**config.mk**
```make
export PLATFORM = sky130hd
export DESIGN_NAME = jtframe_frac_cen_ctrl
export DESIGN_NICKNAME = d
export VERILOG_FILES = /design/src/rtl/jtframe_frac_cen_ctrl.sv
export SDC_FILE = /design/constraint.sdc
export NUM_CORES = 1
export LEC_CHECK = 0
export ABC_AREA = 1
export BUFFER_PORTS_ARGS = -buffer_cell sky130_fd_sc_hd__buf_2
export CORE_ASPECT_RATIO = 0.5
export CORE_MARGIN = 4
export CORE_UTILIZATION = 42
export DETAILED_ROUTE_END_ITERATION = 10
export SLEW_MARGIN = 10
export SYNTH_ARGS = -nofsm -noshare
export SYNTH_HDL_FRONTEND = slang
export SYNTH_SLANG_ARGS = --single-unit
```
**constraint.sdc**
```tcl
create_clock -name clk -period 2 [get_ports clk]
set_input_delay 0 -clock clk [delete_from_list [all_inputs] [get_ports clk]]
set_output_delay 0 -clock clk [all_outputs]
set_load 0.05 [all_outputs]
```
**src/rtl/jtframe_frac_cen_ctrl.sv**
```systemverilog
// jtframe_frac_cen_ctrl: glitch-free n/m updates on cen boundaries, pause gating, optional JTFRAME_CEN_WDOG_EN watchdog
module jtframe_frac_cen_ctrl #(
   parameter int DEF_N  = 1,
   parameter int DEF_M  = 2,
   parameter int SETTLE = 2,
   parameter int TOW    = 12
)(
   input  logic       clk,
   input  logic       rst_n,
   input  logic [9:0] cfg_n,
   input  logic [9:0] cfg_m,
   input  logic       cfg_req,
   output logic       cfg_ack,
   output logic       cfg_bad,
   input  logic       pause,
   output logic       paused,
   input  logic       cen_in,
   output logic [9:0] n,
   output logic [9:0] m,
   output logic       cen,
   output logic       busy,
   output logic       wdog_err
);
   typedef enum logic [1:0] {ST_IDLE, ST_ARM, ST_SETL, ST_PAUSED} state_t;
   state_t st;
   logic [9:0] sh_n, sh_m;
   logic [3:0] scnt;
   logic [TOW-1:0] wcnt;
   logic gate, armed, ok, take, wd_hit;
   assign ok     = cfg_m != '0 && cfg_n != '0 && cfg_n <= cfg_m;
   assign take   = cfg_req & armed;
   assign cen    = cen_in & ~gate;
   assign busy   = st == ST_ARM || st == ST_SETL;
   assign paused = st == ST_PAUSED;
   assign wd_hit = &wcnt;
`ifdef JTFRAME_CEN_WDOG_EN
   always_ff @(posedge clk or negedge rst_n)
      if (!rst_n) wcnt <= '0;
      else wcnt <= (cen_in || st == ST_PAUSED || st == ST_SETL || wd_hit) ? '0 : wcnt + TOW'(1);
`else
   assign wcnt = '0;
`endif
   always_ff @(posedge clk or negedge rst_n)
      if (!rst_n) begin
         st       <= ST_IDLE;
         n        <= 10'(DEF_N);
         m        <= 10'(DEF_M);
         sh_n     <= '0;
         sh_m     <= '0;
         scnt     <= '0;
         gate     <= 1'b0;
         armed    <= 1'b1;
         cfg_ack  <= 1'b0;
         cfg_bad  <= 1'b0;
         wdog_err <= 1'b0;
      end else begin
         cfg_ack <= 1'b0;
         cfg_bad <= 1'b0;
         if (!cfg_req) armed <= 1'b1;
         if (wd_hit) begin
            // enables stopped: fall back to the default ratio, aborting any pending update
            wdog_err <= 1'b1;
            n        <= 10'(DEF_N);
            m        <= 10'(DEF_M);
            gate     <= 1'b0;
            st       <= ST_IDLE;
            if (st == ST_ARM) begin
               cfg_ack <= 1'b1;
               cfg_bad <= 1'b1;
            end
         end else case (st)
            ST_IDLE:
               if (take) begin
                  armed <= 1'b0;
                  if (ok) begin
                     sh_n <= cfg_n;
                     sh_m <= cfg_m;
                     st   <= ST_ARM;
                  end else begin
                     cfg_ack <= 1'b1;
                     cfg_bad <= 1'b1;
                  end
               end else if (pause) begin
                  gate <= 1'b1;
                  st   <= ST_PAUSED;
               end
            ST_ARM:
               if (cen_in) begin
                  n    <= sh_n;
                  m    <= sh_m;
                  gate <= 1'b1;
                  scnt <= 4'(SETTLE - 1);
                  st   <= ST_SETL;
               end
            ST_SETL:
               if (scnt == '0) begin
                  cfg_ack  <= 1'b1;
                  wdog_err <= 1'b0;
                  gate     <= 1'b0;
                  st       <= ST_IDLE;
               end else scnt <= scnt - 4'd1;
            ST_PAUSED: begin
               // output is already gated, so the ratio can change without waiting for an edge
               if (take) begin
                  armed   <= 1'b0;
                  cfg_ack <= 1'b1;
                  cfg_bad <= ~ok;
                  if (ok) begin
                     n        <= cfg_n;
                     m        <= cfg_m;
                     wdog_err <= 1'b0;
                  end
               end
               if (!pause) begin
                  gate <= 1'b0;
                  st   <= ST_IDLE;
               end
            end
         endcase
      end
endmodule
```
==> qor.csv, run 1 <==
stage;metric;value;unit
global_route;first-pass GRT wire length;10900;um
clocking;H-tree depth;2;
global_route;vias in the first global route;2343;
worst_setup_path;WS Path Type;in2reg;
global_route;total congestion overflow;0;
power;sw frac;0.469;
worst_setup_path;CP Cell Sequence;dlygate4sd3_1 -> buf_2 -> inv_1 -> ha_1 -> nand2_1 -> inv_1 -> a21oi_1 -> nand3_1 -> nand2_2 -> nand2_4 -> nand2_2 -> nand2_1 -> buf_6 -> nand2_1 -> nand2_1;
final_layout;synthesis-to-layout area growth;27.0;%
sta;fin. max-slew vios;0;
power;Total Power;5.54;mW
routing;Wirelength per Cell;12.2;um
yosys;count leader, synth;nand2_1;
sta;clock skew;0.00308;ns
place;port bufs;49;
die;# IOs;51;
yosys;syn avg cell area;7.57;sq um
yosys;Post-synth top flop;dfrtp_1;
sta;Peak Freq;552;MHz
sta;Max-slew headroom;0.457;
die;starting density of the core;0.443;
worst_setup_path;critical path endpoint category;register;
final_layout;fillcell total;607;
yosys;Ys Warns;0;
power;sw power;2.60;mW
global_route;total track usage;0.173;
power;combinational power share;0.520;
worst_hold_path;Tightest Hold Check Type;in2reg;
worst_setup_path;cell class contributing the biggest share of worst-path delay;buffers and inverters;
routing;DRT Pass-1 Iters;4;
worst_setup_path;worst path required time;2.18;ns
yosys;most frequent cells after synthesis;nand2_1 (117), inv_1 (54), dfrtp_1 (47);
clocking;clock sink count;50;
clocking;CTS Root Cell;clkbuf_16;
routing;vias per std cell;4.69;
power;Reg power frac;0.307;
yosys;ys async rst share;1.00;
yosys;Synth Cell Area;2750;sq um
die;area of the die;7980;sq um
clocking;CTS Buf Count;5;
worst_setup_path;arrival time of the worst setup path;2.00;ns
power;Max VDD drop;1.02;mV
sta;actual slew at the worst max-slew pin;0.814;ns
die;row cnt;20;
yosys;Post-synth EDFFs;0;
clocking;CTS tree;built;
sta;unrepaired setup endpoints after global routing;no;
global_route;initial antenna violation count;0;
sta;Finish-stage setup viols;0;
sta;Fin. Hold Viols;0;
routing;Routed WL;6380;um
yosys;Synth Instances;363;
power;Int Power;2.94;mW
sta;crit path time final;1.81;ns
die;die height;65.2;um
sta;period utilization;0.906;
final_layout;ant diodes;0;
routing;detailed-route via count;2441;
worst_setup_path;CP Launch Type;primary input;
routing;residual DRC count;0;
worst_setup_path;Max FO, Critical Path;20;
yosys;largest area contributor in the synthesized netlist;dfrtp_1;
yosys;syn nets;404;
power;clock power share;0.173;
worst_setup_path;most frequent cell on the critical path;nand2_1;
flow_run;MaxCap Viol Count;0;
worst_setup_path;slowest stage delay, CP;0.54;ns
place;GPL Wtd Cong;0.845;
die;core area;6210;sq um
clocking;Clock Path Buffers;2;
clocking;Clk Latency, worst-skew pair;0.29;ns
global_route;largest net degree at the start of global routing;42;
yosys;Synth Register Bits;50;
run_status;outcome;finished clean;
die;Die X;122;um
routing;First DRT Iteration DRCs;138;
clocking;Clk pin slew, worst setup/hold paths;0.07;ns
power;static leakage;1.86;nW
sta;final setup TNS;0;ns
yosys;area share of the leading cell type in the synthesized netlist;0.428;
worst_setup_path;Critical-path top delay cell;dlygate4sd3_1;
worst_setup_path;Critical path buffers and inverters;5;
final_layout;nets;473;
final_layout;share of layout cells above drive strength 1;0.171;
power;power per cell area;1590;nW/um^2
routing;DRT antenna net count;0;
yosys;part of the Yosys area used for sequential elements;0.457;
place;hpwl dp;4560;um
clocking;Post-CTS Setup Bufs;0;
yosys;dominant cells by area after synthesis;dfrtp_1 (43%), nand2_1 (16%), inv_1 (7.4%);
yosys;Netlist cell types;25;
==> tightest hold or removal path, cell delays in order <==
cell and delay, ns:
buf_2 0.14, nand2_1 0.07, o21ai_1 0.05
==> repair_timing <==
| action | 4_1_cts | 5_1_grt |
|---|---|---|
| hold endpoints to repair | 51 | 0 |
| resized for setup | 0 | 3 |
| hold buffers | 21 | 0 |
| endpoints found under the setup margin | 0 | 24 |
==> path summary, 6_finish.rpt <==
path | startpoint | to | slack, ns | cells after the start
max | cfg_m[9] | n[5] | 0.19 | 15
min | cfg_n[7] | sh_n[7] | 0.008 | 3
max reg2reg | st[1] | m[9] | 0.32 | 8
min reg2reg | armed | armed | 0.45 | 2
max in group asynchronous | rst_n | m[7] | 0.98 | 3
min in group asynchronous | rst_n | sh_m[1] | 0.34 | 2
==> layout make-up <==
type                            count  area, sq um  share of cell area
Clock buffer                        5          125              0.0359
Inverter                           54          203              0.0581
Tap cell                           88          110              0.0316
Clock inverter                      3         40.0              0.0115
Sequential cell                    50         1250               0.360
Multi-Input combinational cell    243         1210               0.346
Timing Repair Buffer               78          548               0.157
==> sequential cells by signal, indices dropped and copies added, names as in the netlist, 2 cells and up <==
signal,count
m,10
n,10
sh_m,10
sh_n,10
scnt,4
st,2
==> metal layers <==
layer  vias to the layer above  wire length (um)  GRT usage
li1                       1267                 -          -
met1                      1110              3090      0.227
met2                        55              2810      0.278
met3                         9               392     0.0490
met4                         0                87     0.0586
met5                         -                 0          0
==> power by group through the flow <==
| stage | Clock (mW) | Combinational, mW | Sequential, mW |
|---|---|---|---|
| floorplan | 0 | 1.50 | 2.37 |
| global placement | 0 | 2.78 | 1.70 |
| detailed placement | 0 | 2.85 | 1.72 |
| CTS | 0.987 | 2.89 | 1.70 |
| global route | 1.03 | 3.23 | 1.75 |
| finish | 0.956 | 2.88 | 1.70 |
==> per-stage QoR <==
stage | util | worst slack [ns] | cell area [sq um] | cells | hold slack, ns
2_1_floorplan | - | 0.124 | 2750 | 363 | -0.296
3_3_place_gp | 0.500 | 0.400 | 3100 | 492 | 0.129
3_5_place_dp | 0.500 | 0.339 | 3100 | 492 | 0.140
4_1_cts | 0.560 | 0.160 | 3480 | 521 | 0.00271
5_1_grt | 0.562 | 0.0100 | 3490 | 521 | 0.0101
6_report | 0.562 | 0.188 | 3490 | 521 | 0.00835
==> cells by family (layout without fill, tap and decap cells) <==
family          Yosys count  after routing  synth area share
flops                    50             50             0.457
buf+inv                  70            140             0.105
other cells               1              1           0.00136
compound gates           56             56             0.106
fa+ha+maj                16             16            0.0729
xor+xnor                  2              2           0.00638
simple gates            168            168             0.252
==> layout by cell type, fill, tap and decap left out, types with 2 or more instances in the layout <==
cell	instances
nand2_1	116
inv_1	54
buf_2	49
dfrtp_1	47
nand3_1	29
o21ai_0	26
dlygate4sd3_1	21
o21ai_1	20
ha_1	16
nor2_1	15
a21oi_1	7
clkbuf_16	5
buf_4	4
dfstp_2	3
nand4_1	2
nand2_2	2
xor2_1	2
clkinv_2	2
buf_6	2
buf_12	2
No activity file was read; power rests on OpenSTA's default activity.
==> run 2: changes to the inputs <==
--- a/config.mk
+++ b/config.mk
@@ -7,10 +7,14 @@
 export LEC_CHECK = 0
 export ABC_AREA = 1
 export BUFFER_PORTS_ARGS = -buffer_cell sky130_fd_sc_hd__buf_2
+export CELL_PAD_IN_SITES_DETAIL_PLACEMENT = 0
+export CELL_PAD_IN_SITES_GLOBAL_PLACEMENT = 1
 export CORE_ASPECT_RATIO = 0.5
 export CORE_MARGIN = 4
-export CORE_UTILIZATION = 42
+export CORE_UTILIZATION = 40
 export DETAILED_ROUTE_END_ITERATION = 10
+export PLACE_DENSITY_LB_ADDON = 0.1
+export SETUP_SLACK_MARGIN = 0.3
 export SLEW_MARGIN = 10
 export SYNTH_ARGS = -nofsm -noshare
 export SYNTH_HDL_FRONTEND = slang
==> qor.csv, run 2 (synthesis results as in run 1) <==
stage;metric;value;unit;change
run_status;outcome;finished clean;;
final_layout;commonest non-fill, non-tap cell in the layout;nand2_1;;
global_route;met2 usage;0.286;;+0.00858
place;GPL Wtd Cong;0.813;;-3.7%
final_layout;synthesis-to-layout area growth;35.1;%;
power;Int Power;3.13;mW;+6.6%
sta;fin. max-slew vios;0;;unchanged
power;sw frac;0.468;;-0.000729
worst_setup_path;WS Path Type;in2reg;;
power;power per cell area;1590;nW/um^2;about the same
sta;unrepaired setup endpoints after global routing;no;;
power;Reg power frac;0.293;;-0.014
worst_setup_path;Critical path buffers and inverters;4;;-1
worst_setup_path;cell class contributing the biggest share of worst-path delay;buffers and inverters;;
global_route;largest net degree at the start of global routing;41;;-2.4%
clocking;CTS Buf Count;5;;unchanged
worst_hold_path;Tightest Hold Check Type;in2reg;;
clocking;Clk Latency, worst-skew pair;0.29;ns;about the same
final_layout;fillcell total;638;;+5.1%
sta;final setup TNS;0;ns;unchanged
clocking;clock sink count;50;;unchanged
sta;Finish-stage setup viols;0;;unchanged
sta;clock skew;0.00457;ns;+0.00149 ns
worst_setup_path;Critical-path top delay cell;dlygate4sd3_1;;
power;static leakage;1.95;nW;+5.1%
power;combinational power share;0.551;;+0.031
sta;period utilization;0.818;;-0.0885
routing;vias per std cell;4.80;;+2.5%
routing;DRT antenna net count;0;;unchanged
worst_setup_path;Max FO, Critical Path;10;;-50%
final_layout;Reg area;1260;sq um;+0.20%
global_route;first-pass GRT wire length;11500;um;+5.3%
global_route;total track usage;0.173;;-0.000624
routing;detailed-route via count;2554;;+4.6%
global_route;initial antenna violation count;0;;unchanged
die;Die X;125;um;+2.3%
die;# IOs;51;;unchanged
routing;Wirelength per Cell;14.7;um;+20%
place;port bufs;49;;unchanged
power;clock power share;0.156;;-0.017
sta;Peak Freq;611;MHz;+11%
global_route;vias in the first global route;2416;;+3.1%
power;sw power;2.76;mW;+6.2%
clocking;Clk pin slew, worst setup/hold paths;0.06;ns;about the same
final_layout;post-layout util;0.556;;-0.00585
routing;residual DRC count;0;;unchanged
routing;Routed WL;7810;um;+22%
final_layout;nets;480;;+1.5%
global_route;total congestion overflow;0;;unchanged
routing;DRT Pass-1 Iters;4;;unchanged
clocking;Clock Path Buffers;2;;unchanged
worst_setup_path;most frequent cell on the critical path;buf_6;;
worst_setup_path;worst path required time;2.17;ns;about the same
die;core area;6670;sq um;+7.5%
die;die height;66.6;um;+2.2%
die;starting density of the core;0.412;;-0.0310
worst_setup_path;slowest stage delay, CP;0.56;ns;+0.02 ns
die;row cnt;21;;+5.0%
global_route;met1 Usage GRT;0.231;;+0.00407
clocking;H-tree depth;2;;unchanged
sta;Fin. Hold Viols;0;;unchanged
routing;First DRT Iteration DRCs;168;;+22%
final_layout;most frequent cells in the layout;nand2_1 (114), inv_1 (54), buf_2 (47);;
power;Max VDD drop;0.946;mV;-6.8%
global_route;global-route track usage on met3;0.0432;;-0.00578
worst_setup_path;arrival time of the worst setup path;1.81;ns;-0.19 ns
final_layout;share of layout cells above drive strength 1;0.218;;+0.0473
clocking;CTS tree;built;;
worst_setup_path;CP Cell Sequence;dlygate4sd3_1 -> buf_6 -> ha_2 -> nand4_1 -> nand2_2 -> nand2_4 -> nor2_4 -> buf_12 -> buf_6 -> o21ai_1;;
worst_setup_path;critical path endpoint category;register;;
clocking;CTS Root Cell;clkbuf_16;;
global_route;Top Usage Layer GRT;met2;;
die;area of the die;8340;sq um;+4.5%
worst_setup_path;CP Launch Type;primary input;;
final_layout;Multi-input gate area;1270;sq um;+5.4%
place;hpwl dp;4900;um;+7.4%
final_layout;ant diodes;0;;unchanged
flow_run;MaxCap Viol Count;0;;unchanged
sta;crit path time final;1.64;ns;-0.177 ns
run 2: timing repair:
action                     CTS  global route
setup endpoints to repair    7            46
pin swaps                    0             6
hold buffers                18             0
setup buffers                0             3
cloned                       0             7
hold endpoints to repair    34             0
resized for setup            3            26
run 2: per-layer routing:
metal | part of all wire | vias up
met1 | 0.45 | 1179
met3 | 0.10 | 4
met5 | 0 | -
met2 | 0.44 | 79
li1 | - | 1292
met4 | 0.0068 | 0
run 2: worst paths after layout:
path,startpoint,to,slack [ns],depth (start not counted)
worst max-delay path,cfg_m[0],sh_m[6],0.36,10
worst min-delay path,cfg_n[5],sh_n[5],0.001,3
worst max register to register,st[1],n[3],0.39,8
worst min register to register,armed,armed,0.45,2
max in group asynchronous,rst_n,m[1],1.11,3
min in group asynchronous,rst_n,sh_m[5],0.20,2
run 2: per-stage QoR:
| step | worst slack, ns | cells | area, sq um | hold WS (ns) | power (mW) |
|---|---|---|---|---|---|
| 2_1_floorplan | 0.369 | 363 | 2760 | -0.296 | 3.89 |
| 3_3_place_gp | 0.320 | 496 | 3110 | -0.0344 | 4.52 |
| 3_5_place_dp | 0.292 | 496 | 3110 | -0.0222 | 4.58 |
| 5_1_grt | 0.284 | 532 | 3710 | 0.00550 | 6.37 |
| 4_1_cts | 0.324 | 522 | 3460 | 0.00245 | 5.58 |
| 6_report | 0.364 | 532 | 3710 | 0.00142 | 5.89 |
run 2: worst reg2reg max path, delay by kind of cell (launching register included):
kind	cells	cell delay, ns
AND/OR/NAND/NOR	4	0.33
flip-flops	1	0.44
adder cells (fa/ha/maj)	1	0.22
buffers and inverters	2	0.27
AO/OA/AOI/OAI	1	0.25
run 2: power groups by stage:
stage	Combinational, mW	Clock (mW)	Sequential [mW]
2_1_floorplan	1.51	0	2.38
3_3_place_gp	2.80	0	1.72
3_5_place_dp	2.85	0	1.74
4_1_cts	2.90	0.954	1.73
5_1_grt	3.59	1.00	1.77
6_report	3.25	0.921	1.73
run 2: layout make-up:
| class | instances | area share |
|---|---|---|
| clock buffer | 8 | 0.0448 |
| inverter | 54 | 0.0546 |
| sequential | 50 | 0.339 |
| tap | 92 | 0.0310 |
| multi-input combinational | 243 | 0.343 |
| timing repair buffer | 85 | 0.188 |
==> run 3: changes to the inputs <==
--- a/config.mk
+++ b/config.mk
@@ -11,7 +11,7 @@
 export CELL_PAD_IN_SITES_GLOBAL_PLACEMENT = 1
 export CORE_ASPECT_RATIO = 0.5
 export CORE_MARGIN = 4
-export CORE_UTILIZATION = 40
+export CORE_UTILIZATION = 36
 export DETAILED_ROUTE_END_ITERATION = 10
 export PLACE_DENSITY_LB_ADDON = 0.1
 export SETUP_SLACK_MARGIN = 0.3
==> constraint.sdc (replaced) <==
create_clock -name clk -period 1.34 [get_ports clk]
set_input_delay 0 -clock clk [delete_from_list [all_inputs] [get_ports clk]]
set_output_delay 0 -clock clk [all_outputs]
set_load 0.05 [all_outputs]
==> qor.csv, run 3 (synthesis results as in run 1) <==
stage;metric;value;unit;change
sta;Fin. Hold Viols;0;;unchanged
die;# IOs;51;;unchanged
global_route;vias in the first global route;2587;;+7.1%
worst_hold_path;Tightest Hold Check Type;in2reg;;
run_status;outcome;finished, violations left;;
worst_setup_path;CP Cell Sequence;inv_2 -> buf_6 -> ha_4 -> inv_4 -> nor2_4 -> inv_2 -> nor2_4 -> buf_12 -> clkbuf_16 -> o21ai_1;;
global_route;first-pass GRT wire length;12500;um;+9.0%
routing;Wirelength per Cell;14.4;um;-1.9%
clocking;CTS Root Cell;clkbuf_16;;
worst_hold_path;WHS Path Cells;4;;+1
sta;final setup TNS;-10.41;ns;-10.41 ns
sta;Peak Freq;619;MHz;
place;GPL Wtd Cong;0.830;;+2.0%
die;starting density of the core;0.372;;-0.0392
global_route;largest net degree at the start of global routing;51;;+24%
die;row cnt;22;;+4.8%
place;port bufs;49;;unchanged
worst_setup_path;WS Path Type;reg2reg;;
power;Max VDD drop;1.57;mV;+67%
sta;final critical-path setup slack;-0.276;ns;-0.641 ns
worst_setup_path;arrival time of the worst setup path;1.79;ns;-0.02 ns
worst_setup_path;CP Launch Type;register;;
sta;hold_ws;0.0221;ns;+0.0207 ns
die;Die X;132;um;+5.1%
die;area of the die;9180;sq um;+10%
place;hpwl dp;5250;um;+7.3%
clocking;CTS tree;built;;
routing;detailed-route via count;2697;;+5.6%
routing;Routed WL;8180;um;+4.8%
final_layout;synthesis-to-layout area growth;60.0;%;
clocking;Clock Path Buffers;2;;unchanged
sta;period utilization;1.21;;
sta;Finish-stage setup viols;48;;+48
worst_setup_path;Max FO, Critical Path;8;;-2
global_route;total congestion overflow;0;;unchanged
global_route;total track usage;0.170;;-0.00285
clocking;H-tree depth;2;;unchanged
routing;DRT Pass-1 Iters;4;;unchanged
global_route;initial antenna violation count;0;;unchanged
final_layout;nets;512;;+6.7%
routing;residual DRC count;0;;unchanged
routing;First DRT Iteration DRCs;184;;+9.5%
worst_setup_path;Reg2Reg Depth;10;;+2
clocking;CTS Buf Count;5;;unchanged
die;die height;69.8;um;+4.8%
final_layout;most frequent cells in the layout;nand2_1 (66), dfrtp_1 (46), buf_2 (44), buf_4 (44), nand2_2 (43);;
routing;DRT antenna net count;0;;unchanged
final_layout;share of layout cells above drive strength 1;0.481;;+0.263
worst_setup_path;worst path required time;1.52;ns;-0.65 ns
worst_setup_path;critical path endpoint category;register;;
final_layout;ant diodes;0;;unchanged
power;static leakage;2.22;nW;+14%
flow_run;MaxCap Viol Count;0;;unchanged
run_status;failing checks;negative setup slack;;
sta;clock skew;0.00578;ns;+0.00121 ns
power;power per cell area;2420;nW/um^2;+53%
die;core area;7380;sq um;+11%
worst_setup_path;slowest stage delay, CP;0.42;ns;-0.14 ns
worst_setup_path;Critical-path top delay cell;dfrtp_1;;
sta;crit path time final;1.62;ns;
clocking;Clk pin slew, worst setup/hold paths;0.07;ns;about the same
sta;fin. max-slew vios;0;;unchanged
final_layout;commonest non-fill, non-tap cell in the layout;nand2_1;;
sta;unrepaired setup endpoints after global routing;yes;;
routing;vias per std cell;4.75;;-1.1%
clocking;clock sink count;50;;unchanged
clocking;Clk Latency, worst-skew pair;0.29;ns;about the same
-- run 3: report_power, final --
group,switching (mW),total [mW],internal [mW]
Clock,0.581,1.47,0.885
Sequential,0.393,2.65,2.26
Combinational,3.88,6.54,2.66
Total,4.85,10.7,5.80
-- run 3: final cells by class --
class / count / area [sq um]
tap: 96 / 120
clock buffer: 5 / 125
fill: 662 / 2980
multi-input combinational: 243 / 1610
inverter: 54 / 210
clock inverter: 3 / 43.8
sequential: 50 / 1260
timing repair buffer: 117 / 1030
-- run 3: repair_timing --
action	4_1_cts	5_1_grt
setup buffers	6	7
endpoints found under the setup margin	55	54
gates resized for setup	50	78
hold buffers	4	0
hold endpoints to repair	53	0
pin swaps	2	15
gates cloned	2	6
-- run 3: metal layers --
metal / part of all wire / global-route usage / vias to the layer above
met4: 0.0083 / 0.0431 / 0
li1: - / - / 1352
met3: 0.046 / 0.0442 / 8
met2: 0.48 / 0.274 / 62
met1: 0.47 / 0.229 / 1275
met5: 0 / 0 / -
-- run 3: worst max-delay path: cells and delay by family, from the launching register on --
| family | cells | cell delay [ns] |
|---|---|---|
| adders and majority gates | 1 | 0.13 |
| and+or+nand+nor | 2 | 0.25 |
| DFF | 1 | 0.42 |
| buffers and inverters | 6 | 0.62 |
| AOI/OAI and AO/OA | 1 | 0.07 |
-- run 3: worst paths after layout --
kind | from | endpoint | slack (ns)
max in group asynchronous | rst_n | armed | 0.82
worst max register to register | st[1] | sh_n[9] | -0.28
worst min register to register | armed | armed | 0.46
worst min-delay path | cfg_m[6] | sh_m[6] | 0.02
worst max-delay path | st[1] | sh_n[9] | -0.28
min in group asynchronous | rst_n | sh_n[5] | 0.22
-- run 3: metrics by stage --
stage | cells | power, mW | util | area, sq um | worst slack, ns
after floorplan | 363 | 6.04 | - | 2830 | -0.132
after global placement | 535 | 7.28 | 0.471 | 3470 | -0.282
after detailed placement | 535 | 7.41 | 0.471 | 3470 | -0.300
after CTS | 555 | 9.79 | 0.532 | 3930 | -0.248
after global routing | 568 | 11.4 | 0.596 | 4400 | -0.338
final | 568 | 10.7 | 0.596 | 4400 | -0.276
